**src/rtl/sbox_pkg.sv**
```systemverilog
// Shared types and constants for the masked S-box sequencer and its guard LFSR.
package sbox_pkg;

    typedef enum logic [1:0] {
        ST_IDLE  = 2'd0,
        ST_ISSUE = 2'd1,
        ST_DRAIN = 2'd2,
        ST_DONE  = 2'd3
    } sbox_seq_state_t;

    // Right-shifting Galois mask for x^32 + x^22 + x^2 + x + 1.
    localparam logic [31:0] SBOX_LFSR_POLY    = 32'h8020_0003;
    localparam logic [31:0] SBOX_DEFAULT_SEED = 32'hACE1_2468;

    function automatic int sbox_addr_w(input int n);
        return (n > 1) ? $clog2(n) : 1;
    endfunction

endpackage

```
**src/rtl/sbox_seq_ctrl_if.sv**
```systemverilog
// Round-controller / regfile / S-box handshake bundle of the sequencer.
// With SBOX_SEQ_STALL_EN defined, the bundle carries the rnd_ok stall input.
interface sbox_seq_ctrl_if #(
    parameter int NBYTES  = 16,
    parameter int GUARD_W = 32
);
    import sbox_pkg::*;

    localparam int AW = sbox_addr_w(NBYTES);

    logic               start;
    logic               seed_ld;
    logic [31:0]        seed_i;
`ifdef SBOX_SEQ_STALL_EN
    logic               rnd_ok;
`endif
    logic               busy;
    logic               done;
    logic [AW-1:0]      rd_addr;
    logic               sbox_vld;
    logic [GUARD_W-1:0] guards;
    logic [AW-1:0]      wr_addr;
    logic               wr_en;

    modport master (
`ifdef SBOX_SEQ_STALL_EN
        output rnd_ok,
`endif
        output start, seed_ld, seed_i,
        input  busy, done, rd_addr, sbox_vld, guards, wr_addr, wr_en
    );

    modport slave (
`ifdef SBOX_SEQ_STALL_EN
        input  rnd_ok,
`endif
        input  start, seed_ld, seed_i,
        output busy, done, rd_addr, sbox_vld, guards, wr_addr, wr_en
    );

endinterface

```
**src/rtl/sbox_seq_ctrl_guard_lfsr.sv**
```systemverilog
// guard_lfsr: seeded right-shifting Galois LFSR; a zero load value is replaced
// by SEED so the register can never lock up at all-zeros.
module guard_lfsr
    import sbox_pkg::*;
#(
    parameter int              WIDTH = 32,
    parameter logic [WIDTH-1:0] POLY = WIDTH'(SBOX_LFSR_POLY),
    parameter logic [WIDTH-1:0] SEED = WIDTH'(SBOX_DEFAULT_SEED)
) (
    input  logic             clk,
    input  logic             rst,
    input  logic             step,
    input  logic             load,
    input  logic [WIDTH-1:0] load_val,
    output logic [WIDTH-1:0] state
);

    logic [WIDTH-1:0] state_reg;
    logic [WIDTH-1:0] state_next;

    always_comb begin
        state_next = state_reg;
        if (load) begin
            state_next = (load_val == '0) ? SEED : load_val;
        end else if (step) begin
            state_next = {1'b0, state_reg[WIDTH-1:1]} ^ (state_reg[0] ? POLY : '0);
        end
    end

    always_ff @(posedge clk) begin
        if (rst) begin
            state_reg <= SEED;
        end else begin
            state_reg <= state_next;
        end
    end

    assign state = state_reg;

endmodule

```
**src/rtl/sbox_seq_ctrl.sv**
```systemverilog
// Sequencer walking NBYTES masked bytes through a LAT-deep S-box pipeline and
// writing results back in order. Optional rnd_ok stalling via SBOX_SEQ_STALL_EN.
module sbox_seq_ctrl
    import sbox_pkg::*;
#(
    parameter int          NBYTES  = 16,
    parameter int          LAT     = 4,
    parameter int          GUARD_W = 32,
    parameter logic [31:0] SEED    = SBOX_DEFAULT_SEED
) (
    input  logic          clk,
    input  logic          rst,
    sbox_seq_ctrl_if.slave bus
);

    localparam int            AW        = sbox_addr_w(NBYTES);
    localparam logic [AW-1:0] LAST_ADDR = AW'(NBYTES - 1);

    sbox_seq_state_t state_reg;
    logic [AW-1:0]   rd_addr_reg;
    logic            busy_reg;
    logic            done_reg;
    logic            rnd_ok_int;
    logic            issue_en;
    logic            seed_load;
    logic            wb_vld;
    logic [AW-1:0]   wb_addr;
    logic            last_wr;
    logic [31:0]     lfsr_state;

`ifdef SBOX_SEQ_STALL_EN
    assign rnd_ok_int = bus.rnd_ok;
`else
    assign rnd_ok_int = 1'b1;
`endif

    assign issue_en  = (state_reg == ST_ISSUE) && rnd_ok_int;
    assign seed_load = (state_reg == ST_IDLE) && bus.seed_ld;
    assign last_wr   = wb_vld && (wb_addr == LAST_ADDR);

    // The LFSR only advances on real issues, so stalled cycles burn no randomness.
    guard_lfsr #(
        .WIDTH (32),
        .POLY  (SBOX_LFSR_POLY),
        .SEED  (SEED)
    ) u_guard_lfsr (
        .clk      (clk),
        .rst      (rst),
        .step     (issue_en),
        .load     (seed_load),
        .load_val (bus.seed_i),
        .state    (lfsr_state)
    );

    always_ff @(posedge clk) begin
        if (rst) begin
            state_reg   <= ST_IDLE;
            rd_addr_reg <= '0;
            busy_reg    <= 1'b0;
            done_reg    <= 1'b0;
        end else begin
            done_reg <= 1'b0;
            case (state_reg)
                ST_IDLE: begin
                    if (bus.start && !bus.seed_ld) begin
                        state_reg   <= ST_ISSUE;
                        rd_addr_reg <= '0;
                        busy_reg    <= 1'b1;
                    end
                end
                ST_ISSUE: begin
                    if (issue_en) begin
                        if (rd_addr_reg == LAST_ADDR) begin
                            state_reg <= ST_DRAIN;
                        end else begin
                            rd_addr_reg <= rd_addr_reg + 1'b1;
                        end
                    end
                end
                ST_DRAIN: begin
                    if (last_wr) begin
                        state_reg <= ST_DONE;
                        busy_reg  <= 1'b0;
                        done_reg  <= 1'b1;
                    end
                end
                ST_DONE: begin
                    state_reg <= ST_IDLE;
                end
                default: begin
                    state_reg <= ST_IDLE;
                end
            endcase
        end
    end

    // In-flight tracker: one {valid, addr} stage per pipeline cycle; bubbles shift too.
    for (genvar gi = 0; gi < LAT; gi++) begin : g_dly
        logic          vld_reg;
        logic [AW-1:0] addr_reg;
        logic          vld_in;
        logic [AW-1:0] addr_in;

        if (gi == 0) begin : g_head
            assign vld_in  = issue_en;
            assign addr_in = rd_addr_reg;
        end else begin : g_tail
            assign vld_in  = g_dly[gi-1].vld_reg;
            assign addr_in = g_dly[gi-1].addr_reg;
        end

        always_ff @(posedge clk) begin
            if (rst) begin
                vld_reg  <= 1'b0;
                addr_reg <= '0;
            end else begin
                vld_reg  <= vld_in;
                addr_reg <= addr_in;
            end
        end
    end

    assign wb_vld  = g_dly[LAT-1].vld_reg;
    assign wb_addr = g_dly[LAT-1].addr_reg;

    assign bus.busy     = busy_reg;
    assign bus.done     = done_reg;
    assign bus.rd_addr  = rd_addr_reg;
    assign bus.sbox_vld = issue_en;
    assign bus.guards   = lfsr_state[GUARD_W-1:0];
    assign bus.wr_addr  = wb_addr;
    assign bus.wr_en    = wb_vld;

endmodule

```
**src/flat_wrapper.sv**
```systemverilog
// flat-port wrapper written by rule: the top's interface ports become plain ports
module sbox_seq_ctrl_flat import sbox_pkg::*;
#(
    parameter int          NBYTES  = 16,
    parameter int          LAT     = 4,
    parameter int          GUARD_W = 32,
    parameter logic [31:0] SEED    = SBOX_DEFAULT_SEED
)
  (clk, rst, bus_start, bus_seed_ld, bus_seed_i, bus_busy, bus_done, bus_rd_addr, bus_sbox_vld, bus_guards, bus_wr_addr, bus_wr_en);
  sbox_seq_ctrl_if #(.NBYTES(NBYTES), .GUARD_W(GUARD_W)) bus_i ();
  input  logic clk;
  input  logic rst;
  input wire logic [$bits(bus_i.start)-1:0] bus_start;
  input wire logic [$bits(bus_i.seed_ld)-1:0] bus_seed_ld;
  input wire logic [$bits(bus_i.seed_i)-1:0] bus_seed_i;
  output wire logic [$bits(bus_i.busy)-1:0] bus_busy;
  output wire logic [$bits(bus_i.done)-1:0] bus_done;
  output wire logic [$bits(bus_i.rd_addr)-1:0] bus_rd_addr;
  output wire logic [$bits(bus_i.sbox_vld)-1:0] bus_sbox_vld;
  output wire logic [$bits(bus_i.guards)-1:0] bus_guards;
  output wire logic [$bits(bus_i.wr_addr)-1:0] bus_wr_addr;
  output wire logic [$bits(bus_i.wr_en)-1:0] bus_wr_en;
  assign bus_i.start = bus_start;
  assign bus_i.seed_ld = bus_seed_ld;
  assign bus_i.seed_i = bus_seed_i;
  assign bus_busy = bus_i.busy;
  assign bus_done = bus_i.done;
  assign bus_rd_addr = bus_i.rd_addr;
  assign bus_sbox_vld = bus_i.sbox_vld;
  assign bus_guards = bus_i.guards;
  assign bus_wr_addr = bus_i.wr_addr;
  assign bus_wr_en = bus_i.wr_en;
  sbox_seq_ctrl #(.NBYTES(NBYTES), .LAT(LAT), .GUARD_W(GUARD_W), .SEED(SEED)) u_core (.clk(clk), .rst(rst), .bus(bus_i));
endmodule
```
**config.mk**
```make
export PLATFORM = sky130hd
export DESIGN_NAME = sbox_seq_ctrl_flat
export DESIGN_NICKNAME = d
export VERILOG_FILES = /design/src/rtl/sbox_pkg.sv /design/src/rtl/sbox_seq_ctrl_if.sv /design/src/rtl/sbox_seq_ctrl_guard_lfsr.sv /design/src/rtl/sbox_seq_ctrl.sv /design/src/flat_wrapper.sv
export SDC_FILE = /design/constraint.sdc
export NUM_CORES = 1
export LEC_CHECK = 0
export CAP_MARGIN = 10
export CELL_PAD_IN_SITES_DETAIL_PLACEMENT = 1
export CELL_PAD_IN_SITES_GLOBAL_PLACEMENT = 1
export CORE_MARGIN = 2
export CORE_UTILIZATION = 31
export DETAILED_ROUTE_END_ITERATION = 16
export GPL_ROUTABILITY_DRIVEN = 0
export PLACE_DENSITY = 0.76
export SLEW_MARGIN = 40
export SYNTH_ARGS = -nofsm -noshare
export SYNTH_HDL_FRONTEND = slang
export SYNTH_SLANG_ARGS = --single-unit
```
**constraint.sdc**
```tcl
create_clock -name clk -period 1.5 [get_ports clk]
set_input_delay 0.225 -clock clk [delete_from_list [all_inputs] [get_ports clk]]
set_output_delay 0.225 -clock clk [all_outputs]
set_load 0.02 [all_outputs]
```
==> results list, run 1 <==
- The flow ran to the end, and the final reports show no timing, DRC or antenna violations.
* Final Skew: 0.01417 ns
* Total Neg Setup Slack: 0 ns
- Worst slew slack as a fraction of its limit: 0.7611
- Count of hold-fix buffers inserted at cts: 0
* Final setup violation count: 0
- TritonCTS built the clock tree.
- 80 I/O pins were placed.
* Number of synthesized register bits: 60
- After the last flow step, the layout net total stands at 424.
- Data arrives at the worst endpoint at 1.73 ns.
- Crit end category: flip-flop
* Final Max Tran Viols: 0
* Proportion of synthesized chip area in sequential cells: 0.4760
* Post-detailed-route count of antenna-violating nets: 0
- Gate Count Post-Synth: 265
* Wire per inst: 17.15 um
* Via count of the first global-routing pass: 2452
- For this run, the total global-route usage over all layers was measured as 0.1843.
- Initial core utilization: 0.3232
* Core region area: 7807 um^2
- First-pass GRT wire length: 12.64 mm
* Pleak: 1.766 nW
- The clock reaches the later pin of the worst-skew pair after 0.34 ns.
- Maximum resistive drop on vdd: 0.9363 mV
- The hold violation count in the final report came to 0.
* Max-cap check violation count: 0
- Number of distinct library cell variants in the gate-level netlist after synthesis: 39
* Via density per instance: 5.135
* Main flop type after synthesis: dfxtp_1
- Share of layout cells above drive strength 1: 0.2680
- Cell at the root of the clock tree: clkbuf_8
- Final Power: 7.489 mW
* Top post-synthesis cells by area: dfxtp_1, mux2i_1, a211oi_1, nor2b_1, a21oi_1
- Number of nets produced by synthesis: 306
- Async SR Flop Fraction: 0
- Power density normalized to cell area: 1801 nW/um^2
- The total overflow left after global routing is 0.
- Die outline width: 94.23 um
- Leaving out filler cells and counting taps, the final layout contains 490.
* Die Ht: 94.23 um
- Part of the cycle the worst path needs: 0.9873
- Pin count of the biggest net entering global routing: 31
- Summed over all instances, the cell type with the most area after synthesis is dfxtp_1.
- Detailed placement finished with a half-perimeter wire length of 5.491 mm.
- For this block, the routed nets add up to 8.405 mm of wire.
* Setup repair after global routing missed its margin: true
- The die covers 8878 um^2.
- A synthesized cell averages 9.523 um^2.
- In this run the deepest clock path goes through 2 buffers.
- The synthesized netlist occupies a cell area of 2524 um^2.
- After layout, the minimum clock period comes to 1.481 ns.
* Critical-path maximum fanout: 5
* DRC violation count after routing: 0
- Antenna violations before repair: 0
- Leading cell type in the layout, fill and taps excluded: dfxtp_1
- Yosys mapped a number of flops with a built-in enable equal to 0.
- The floorplan has 32 rows.
- TritonCTS created 9 clock buffers.
* Cells after DPL: 468
- Area Growth Syn to Fin: 64.75%
* H-tree levels: 3
* Portion of synthesized cell area occupied by the leading cell type: 0.4760
- The finished cells cover 4158 um^2.
* 1st-iter DRT viols: 80
* Critical path class: flip-flop to flip-flop
* Buffers added on ports: 79
- Via count: 2516
- During synthesis, Yosys emitted a total of 0 warnings.
* Critical Path RT: 1.75 ns
- Pin slew with the least headroom to its limit: 0.3577 ns
- Clock-pin slew was measured on the worst setup and hold paths at 0.08 ns.
- Flip-flop count of the largest register after layout: 32
- The top cell types in the final layout, fill and taps aside, are dfxtp_1, dlygate4sd2_1, buf_4.
- The worst hold path belongs to the class input port to flip-flop.
- Derived from the worst setup path, the maximum achievable clock frequency is 675.2 MHz.
* Detailed-routing iteration count for the pre-antenna-repair pass: 4
- Summing all placed instances gives a cell area of 3730 um^2.
- The number of antenna diodes in the final layout is 0.
* Type of element launching the critical path: flip-flop
- Clock Sink Count: 60
## cells by family after synthesis
logic type	count (synthesis)	synth area share
AOI/OAI and AO/OA	65	0.1750
and+or+nand+nor	86	0.1829
muxes	21	0.08329
buffers and inverters	24	0.04412
xor gates and xnor gates	4	0.01388
DFF	60	0.4760
adders and majority gates	5	0.02479
## per-stage QoR
step	utilization	hold slack [ns]	setup WS, ns
2_1_floorplan	-	0.3041	-0.04010
3_3_place_gp	0.4777	0.4147	-0.4386
3_5_place_dp	0.4777	0.4258	-0.4701
4_1_cts	0.5069	0.1538	0.004384
5_1_grt	0.5325	0.1695	-0.03189
6_report	0.5325	0.1687	0.01902
## layer usage
metal | vias to the layer above | global-route usage | part of all wire | wire length, um
met4 | 0 | 0.06280 | 0.017 | 143
met5 | - | 0 | 0 | 0
met2 | 70 | 0.2988 | 0.49 | 4138
met1 | 1235 | 0.2423 | 0.44 | 3732
li1 | 1196 | - | - | -
met3 | 15 | 0.03933 | 0.046 | 390
## power breakdown
group	total, mW	internal [mW]	switching (mW)
clock	1.48	0.775	0.709
sequential	2.33	2.01	0.326
combinational	3.68	1.74	1.94
total	7.49	4.52	2.97
## final timing paths
check / start / endpoint / slack, ns / cells past startpoint
worst min-delay path: rst / u_core.state_reg[0] / 0.17 / 2
worst min register to register: u_core.g_dly[2].addr_reg[0] / u_core.bus.wr_addr[0] / 0.44 / 1
worst max register to register: u_core.state_reg[1] / u_core.bus.rd_addr[3] / 0.02 / 7
worst max-delay path: u_core.state_reg[1] / u_core.bus.rd_addr[3] / 0.02 / 7
## worst max-delay path: stages, from the launching register on
cell and delay, ns:
dfxtp_2 0.36, inv_4 0.05, ha_4 0.18, and4_4 0.19, a211oi_4 0.28, buf_6 0.17, a211o_1 0.12, nand2_1 0.04
## cells in the mapped netlist (8+ instances only)
| library cell | n |
|---|---|
| a211oi_1 | 20 |
| nor2b_1 | 20 |
| a22oi_1 | 13 |
| nor2_1 | 25 |
| dfxtp_1 | 60 |
| a21oi_1 | 23 |
| nor3_1 | 13 |
| nor4_1 | 8 |
| clkbuf_1 | 8 |
| mux2i_1 | 21 |
## final cells by class
cell class | instances | area [um^2]
Fill cell | 889 | 3650
Multi-Input combinational cell | 183 | 1410
Sequential cell | 60 | 1204
Timing Repair Buffer | 124 | 1195
Tap cell | 102 | 127.6
Clock buffer | 9 | 123.9
Clock inverter | 7 | 76.32
Inverter | 5 | 21.27
## what timing repair did
item / 4_1_cts / 5_1_grt
pin swaps: 6 / 10
gates cloned: 2 / 2
buffers inserted: 1 / 1
resized for setup: 61 / 33
endpoints found under the setup margin: 74 / 34
(Power assumes the default switching activity.)
==> inputs of run 2 (changes only) <==
Settings changed: ABC_AREA set to 1, CORE_UTILIZATION 31 to 30, PLACE_DENSITY 0.76 to 0.77.
==> results list, run 2 <==
- Avg Inst Size Synth: 7.112 um^2
- For this run, the slowest stage of the critical path takes 0.34 ns.
* Final setup violation count: 0
* Final Skew: 0.01206 ns
- Cell chain of the critical path: inv_2, buf_4, ha_4, buf_4, nand2_1, inv_1, nor2_4, nand3_2, nand2_1, nor2_1
- After synthesis, the largest family of logic cells by area is simple AND/OR/NAND/NOR gates.
- Place WS: -0.1606 ns
- Post-route worst hold slack: 0.4042 ns
- Flip-flop count of the largest register after layout: 32
- Gate Count Post-Synth: 377
- For this block, the initial DRC count from the detailed router was 91.
- Total half-perimeter wirelength after legalization and detailed placement: 6.777 mm
- The via count of the first global-routing pass came to 3148.
- Portion of synthesized cell area occupied by the leading cell type: 0.4480
- Total Die Area: 9710 um^2
- After floorplanning, the core was divided into 34 placement rows.
- Dividing the final minimum period by the clock period gives 0.9829.
* Type of element launching the critical path: flip-flop
* Cells after DPL: 591
- Of the total synthesized cell area, the portion taken by full adders, half adders and majority gates is 0.02333.
- The final layout contains 537 nets.
- For this run, the top clock speed supported by timing is 678.3 MHz.
* Fraction of the mapped netlist area in simple logic gates: 0.2193
- Critical Path RT: 1.72 ns
- Post-CTS clock slew at the launch and capture registers of the worst setup and hold paths: 0.07 ns
- The tree is rooted in a clkbuf_8.
- Synthesis inferred 60 register bits.
- Buffers from clock root to sink, at most: 2
* Mux cell area share after synthesis: 0
- Main flop type after synthesis: dfxtp_1
- Yosys warning count: 0
- Total congestion overflow: 0
* Pleak: 1.860 nW
- Top post-synthesis cells by area: dfxtp_1, o21ai_0, nand2_1, nor2_1, inv_1
- Input and output buffers added on the ports amount to 79.
* Wire per inst: 15.36 um
- Final Max Tran Viols: 0
- Worst min-delay path class: flip-flop to flip-flop
* Leading cell type in the layout, fill and taps excluded: nand2_1
- The detail route stage leaves a number of antenna-violating nets equal to 0.
* Max-cap check violation count: 0
- Maximum resistive drop on vdd: 0.9037 mV
- Compound-gate portion of the synthesized area: 0.2049
* Initial core utilization: 0.3090
- Across all setup checks in the final design, the least slack found is 0.02564 ns.
- Count of pins on the block boundary: 80
- For this run, the detailed router's first-pass iteration total came to 4.
- Worst slew slack as a fraction of its limit: 0.8383
- Cell with the largest stage delay on the worst path: dfxtp_2
* Share of layout cells above drive strength 1: 0.1776
- Power density normalized to cell area: 1894 nW/um^2
* Proportion of synthesized chip area in sequential cells: 0.4480
* Pin count of the biggest net entering global routing: 31
- Once placement finished, the instance area stood at 3933 um^2.
- TritonCTS clock tree: built
- Total Neg Setup Slack: 0 ns
* First-pass GRT wire length: 15.12 mm
- The run finished with clean final reports.
* H-tree levels: 3
- Via count: 2997
- Compared with the post-synthesis result, the final layout area differs by 56.56%.
- Of all nets on the critical path, the largest fanout is 5.
* Top cells by count, synth: nand2_1, nor2_1, dfxtp_1
- Of the total synthesized cell area, the portion taken by XOR and XNOR cells is 0.003266.
- Die outline width: 98.54 um
- Wires add up to 9.353 mm.
- The synthesized netlist contains 25 unique library cells.
- Counting every net in the synthesized netlist gives 418.
- Count leader, synth: nand2_1
- Buffers inserted during clock tree synthesis total 9.
* ANT cells: 0
- For the worst-skew pair, the clock arrives at the later sink with an insertion delay of 0.34 ns.
* Library cell occupying the most area in the post-synthesis netlist: dfxtp_1
* Crit end category: flip-flop
- All-layer global routing usage: 0.1920
- The number of antenna violations at the first check in global routing came to 0.
- Yosys mapped a number of flops with a built-in enable equal to 0.
- Die Ht: 98.54 um
* Via density per instance: 4.921
- In the routed design, unresolved DRC markers number 0.
- Minimum clock period after layout: 1.474 ns
- The finished layout holds 609 standard cells, fillers aside.
- For the worst setup path, the data arrival time is 1.70 ns.
* Most used cells in the layout excluding fill and tap cells: nand2_1, nor2_1, dfxtp_1
- For this design, the sink count on the clock tree is 60.
- Pin slew with the least headroom to its limit: 0.2400 ns
- Finished layout cell area: 4198 um^2
- Final hold violations: 0
- Setup repair after global routing missed its margin: true
- Async SR Flop Fraction: 0
* Core region area: 8678 um^2
* Synthesized area: 2681 um^2
- After clock tree synthesis, the flow added hold-fix buffers numbering 0.
* Critical path class: flip-flop to flip-flop
==> run 2: cell count changes in the layout (fill, tap and decap cells not counted), sizes merged, moves of 8 or more <==
cell    delta
a221oi     +8
nand2     +72
nor2      +39
inv       +45
nor3      -12
mux2i     -21
a22oi     -13
nor2b     -20
a211oi    -21
o21ai     +57
==> run 2: logic make-up after synthesis <==
family	Yosys count
AO/OA/AOI/OAI	94
AND/OR/NAND/NOR	151
adder cells (fa/ha/maj)	5
buffers and inverters	66
XOR/XNOR	1
flip-flops	60
==> run 2: worst paths after layout <==
path	to	cells past startpoint	slack [ns]	start
max	u_core.state_reg[0]	10	0.03	u_core.state_reg[1]
min	u_core.g_dly[1].vld_reg	2	0.40	u_core.g_dly[0].vld_reg
max reg2reg	u_core.state_reg[0]	10	0.03	u_core.state_reg[1]
min reg2reg	u_core.g_dly[1].vld_reg	2	0.40	u_core.g_dly[0].vld_reg
==> run 2: cell type report <==
class,count,area [um^2]
Tap cell,108,135.1
Clock inverter,7,103.9
Sequential cell,60,1204
Multi-Input combinational cell,251,1270
Clock buffer,9,123.9
Timing Repair Buffer,127,1185
Fill cell,1119,4481
Inverter,47,176.4
==> run 2: critical path: cells and delay by family, from the launching register on <==
kind	cells	cell delay, ns
buffers and inverters	4	0.42
adder cells (fa/ha/maj)	1	0.16
AND/OR/NAND/NOR	5	0.47
flip-flops	1	0.34
==> run 2: per-stage QoR <==
step                        util  total power, mW
final                     0.4837            7.949
after global routing      0.4837            8.471
after CTS                 0.4764            7.836
after detailed placement  0.4531            6.280
after global placement    0.4531            6.102
after floorplan                -            4.353
==> run 2: repair_timing <==
action | in CTS | in global routing
resized for setup | 54 | 14
buffers inserted | 0 | 2
pin swaps | 1 | 3
endpoints found under the setup margin | 63 | 28
==> run 2: power breakdown <==
part           total [mW]  internal (mW)  switching, mW
clock network        1.70          0.962          0.738
logic                3.92           1.64           2.28
registers            2.33           2.01          0.319
total                7.95           4.61           3.33
==> run 2: layer usage <==
| layer | global-route usage | routed length, um |
|---|---|---|
| met1 | 0.2313 | 4063 |
| met2 | 0.3464 | 4741 |
| met3 | 0.04468 | 430 |
| met4 | 0.04531 | 116 |
| met5 | 0 | 0 |
==> inputs of run 3 (changes only) <==
Settings changed: GPL_ROUTABILITY_DRIVEN 0 to 1, SLEW_MARGIN 40 to 15.
==> results of run 3 <==
Same layout as run 2: the final DEF is identical, and so are final timing and power.
==> RTL change: new RTL, settings of run 3 <==
`LAT` is set to 4 in 2 places; all go to 5.
--- a/src/rtl/sbox_seq_ctrl.sv
+++ b/src/rtl/sbox_seq_ctrl.sv
@@ -4,7 +4,7 @@
     import sbox_pkg::*;
 #(
     parameter int          NBYTES  = 16,
-    parameter int          LAT     = 4,
+    parameter int          LAT     = 5,
     parameter int          GUARD_W = 32,
     parameter logic [31:0] SEED    = SBOX_DEFAULT_SEED
 ) (
--- a/src/flat_wrapper.sv
+++ b/src/flat_wrapper.sv
@@ -2,7 +2,7 @@
 module sbox_seq_ctrl_flat import sbox_pkg::*;
 #(
     parameter int          NBYTES  = 16,
-    parameter int          LAT     = 4,
+    parameter int          LAT     = 5,
     parameter int          GUARD_W = 32,
     parameter logic [31:0] SEED    = SBOX_DEFAULT_SEED
 )
Check against the original RTL: not equivalent (Yosys sat finds a counterexample within 10 cycles, from zero or initial values and one cycle with rst high).
==> RTL change against run 3 <==
Design area down 0.86%; synthesized area grew 4.9%; combinational power is 15% lower; power decreased by 7.9%; utilization decreased by 2.9 points; sequential cell count increased by 5; setup slack improved by 0.072 ns; routed wire length is 1.2% lower; first-iteration DRC count down 27%; critical path type unchanged.
==> RTL change: results (changes against run 3) <==
* Status: completed
* Post-DP HPWL at 6.65 mm (-1.9%)
* Fin cells at 614 (+0.82%)
* Vias in the first global route at 3044 (-3.3%)
* Vias/cell at 4.81 (-2.3%)
* Power in sequential cells at 2510 uW (+8%)
* Met2 usage at 33.5% (-1.2 points)
* CP peak stage delay at 0.36 ns (+0.02 ns)
* Clk_skew at 0.00658 ns (-0.00548 ns)
* Area of the multi-input gates at 0.00127 sq mm (-0.30%)
* Leakage power at 0.00184 uW (-1.3%)
* Non-CTS inverters at 49 (+4.3%)
* Routability cong. at 0.798 (-3.4%)
* Gate Count Post-Synth at 387 (+2.7%)
* XOR/XNOR share of the synthesized area at 0.623% (+0.30 points)
* Pwr Density at 1760 mW/mm^2 (-7.1%)
* Complex-gate fraction of the synthesized area at 19.6% (-0.91 points)
* Worst-Margin Slew at 0.321 ns (+0.0811 ns)
* Sw frac at 41.4% (-0.51 points)
* Synth Area in Adders at 2.22% (-0.11 points)
* Fill count at 1149 (+2.7%)
* P_comb at 3340 uW (-15%)
* Clkbuf count at 14 (+5)
* Commonest cells post-synth: nand2_1 (75), nor2_1 (66), dfxtp_1 (65)
* GR Util All Layers at 18.9% (-0.32 points)
* Place WS at -0.352 ns (-0.191 ns)
* Share of layout cells above drive strength 1 at 15.9% (-1.9 points)
* Main area contributors after synthesis: dfxtp_1 (46%), o21ai_0 (10%), nand2_1 (10%), nor2_1 (8.8%), inv_1 (6.0%)
* #MultiIn Comb at 254 (+1.2%)
* Met1 Use GR at 22.5% (-0.64 points)
* Layout non-clock buf frac at 25.6% (-2.7 points)
* Data required, critical path at 1.74 ns (+0.02 ns)
* Worst Hold Class: in2reg
* Clock Network Area Fraction at 4.63% (-0.79 points)
* Non-clk bufs at 119 (-6.3%)
* Critical path fanouts, max at 7 (+2)
* Placed cell area at 0.00394 sq mm (+0.19%)
* Mapped Nets at 428 (+2.4%)
-- RTL change: cell types whose count changed after synthesis, moves of 2 or more --
cell / change
buf_1: +2
o21ai_0: +2
dfxtp_1: +5
buf_2: -3
-- RTL change: final timing paths --
kind         slack [ns]                        start                      endpoint  cells after the start
max reg2reg         0.1          u_core.state_reg[0]  u_core.u_guard_lfsr.state[0]                      9
min reg2reg        0.40  u_core.g_dly[0].addr_reg[1]   u_core.g_dly[1].addr_reg[1]                      2
max                 0.1          u_core.state_reg[0]  u_core.u_guard_lfsr.state[0]                      9
min                0.34                          rst   u_core.g_dly[1].addr_reg[1]                      3
-- RTL change: timing repair --
item / CTS / global route
pin swaps: 1 / 4
setup buffers: 1 / 3
cloned: 0 / 0
setup endpoints to repair: 49 / 33
resized for setup: 56 / 13
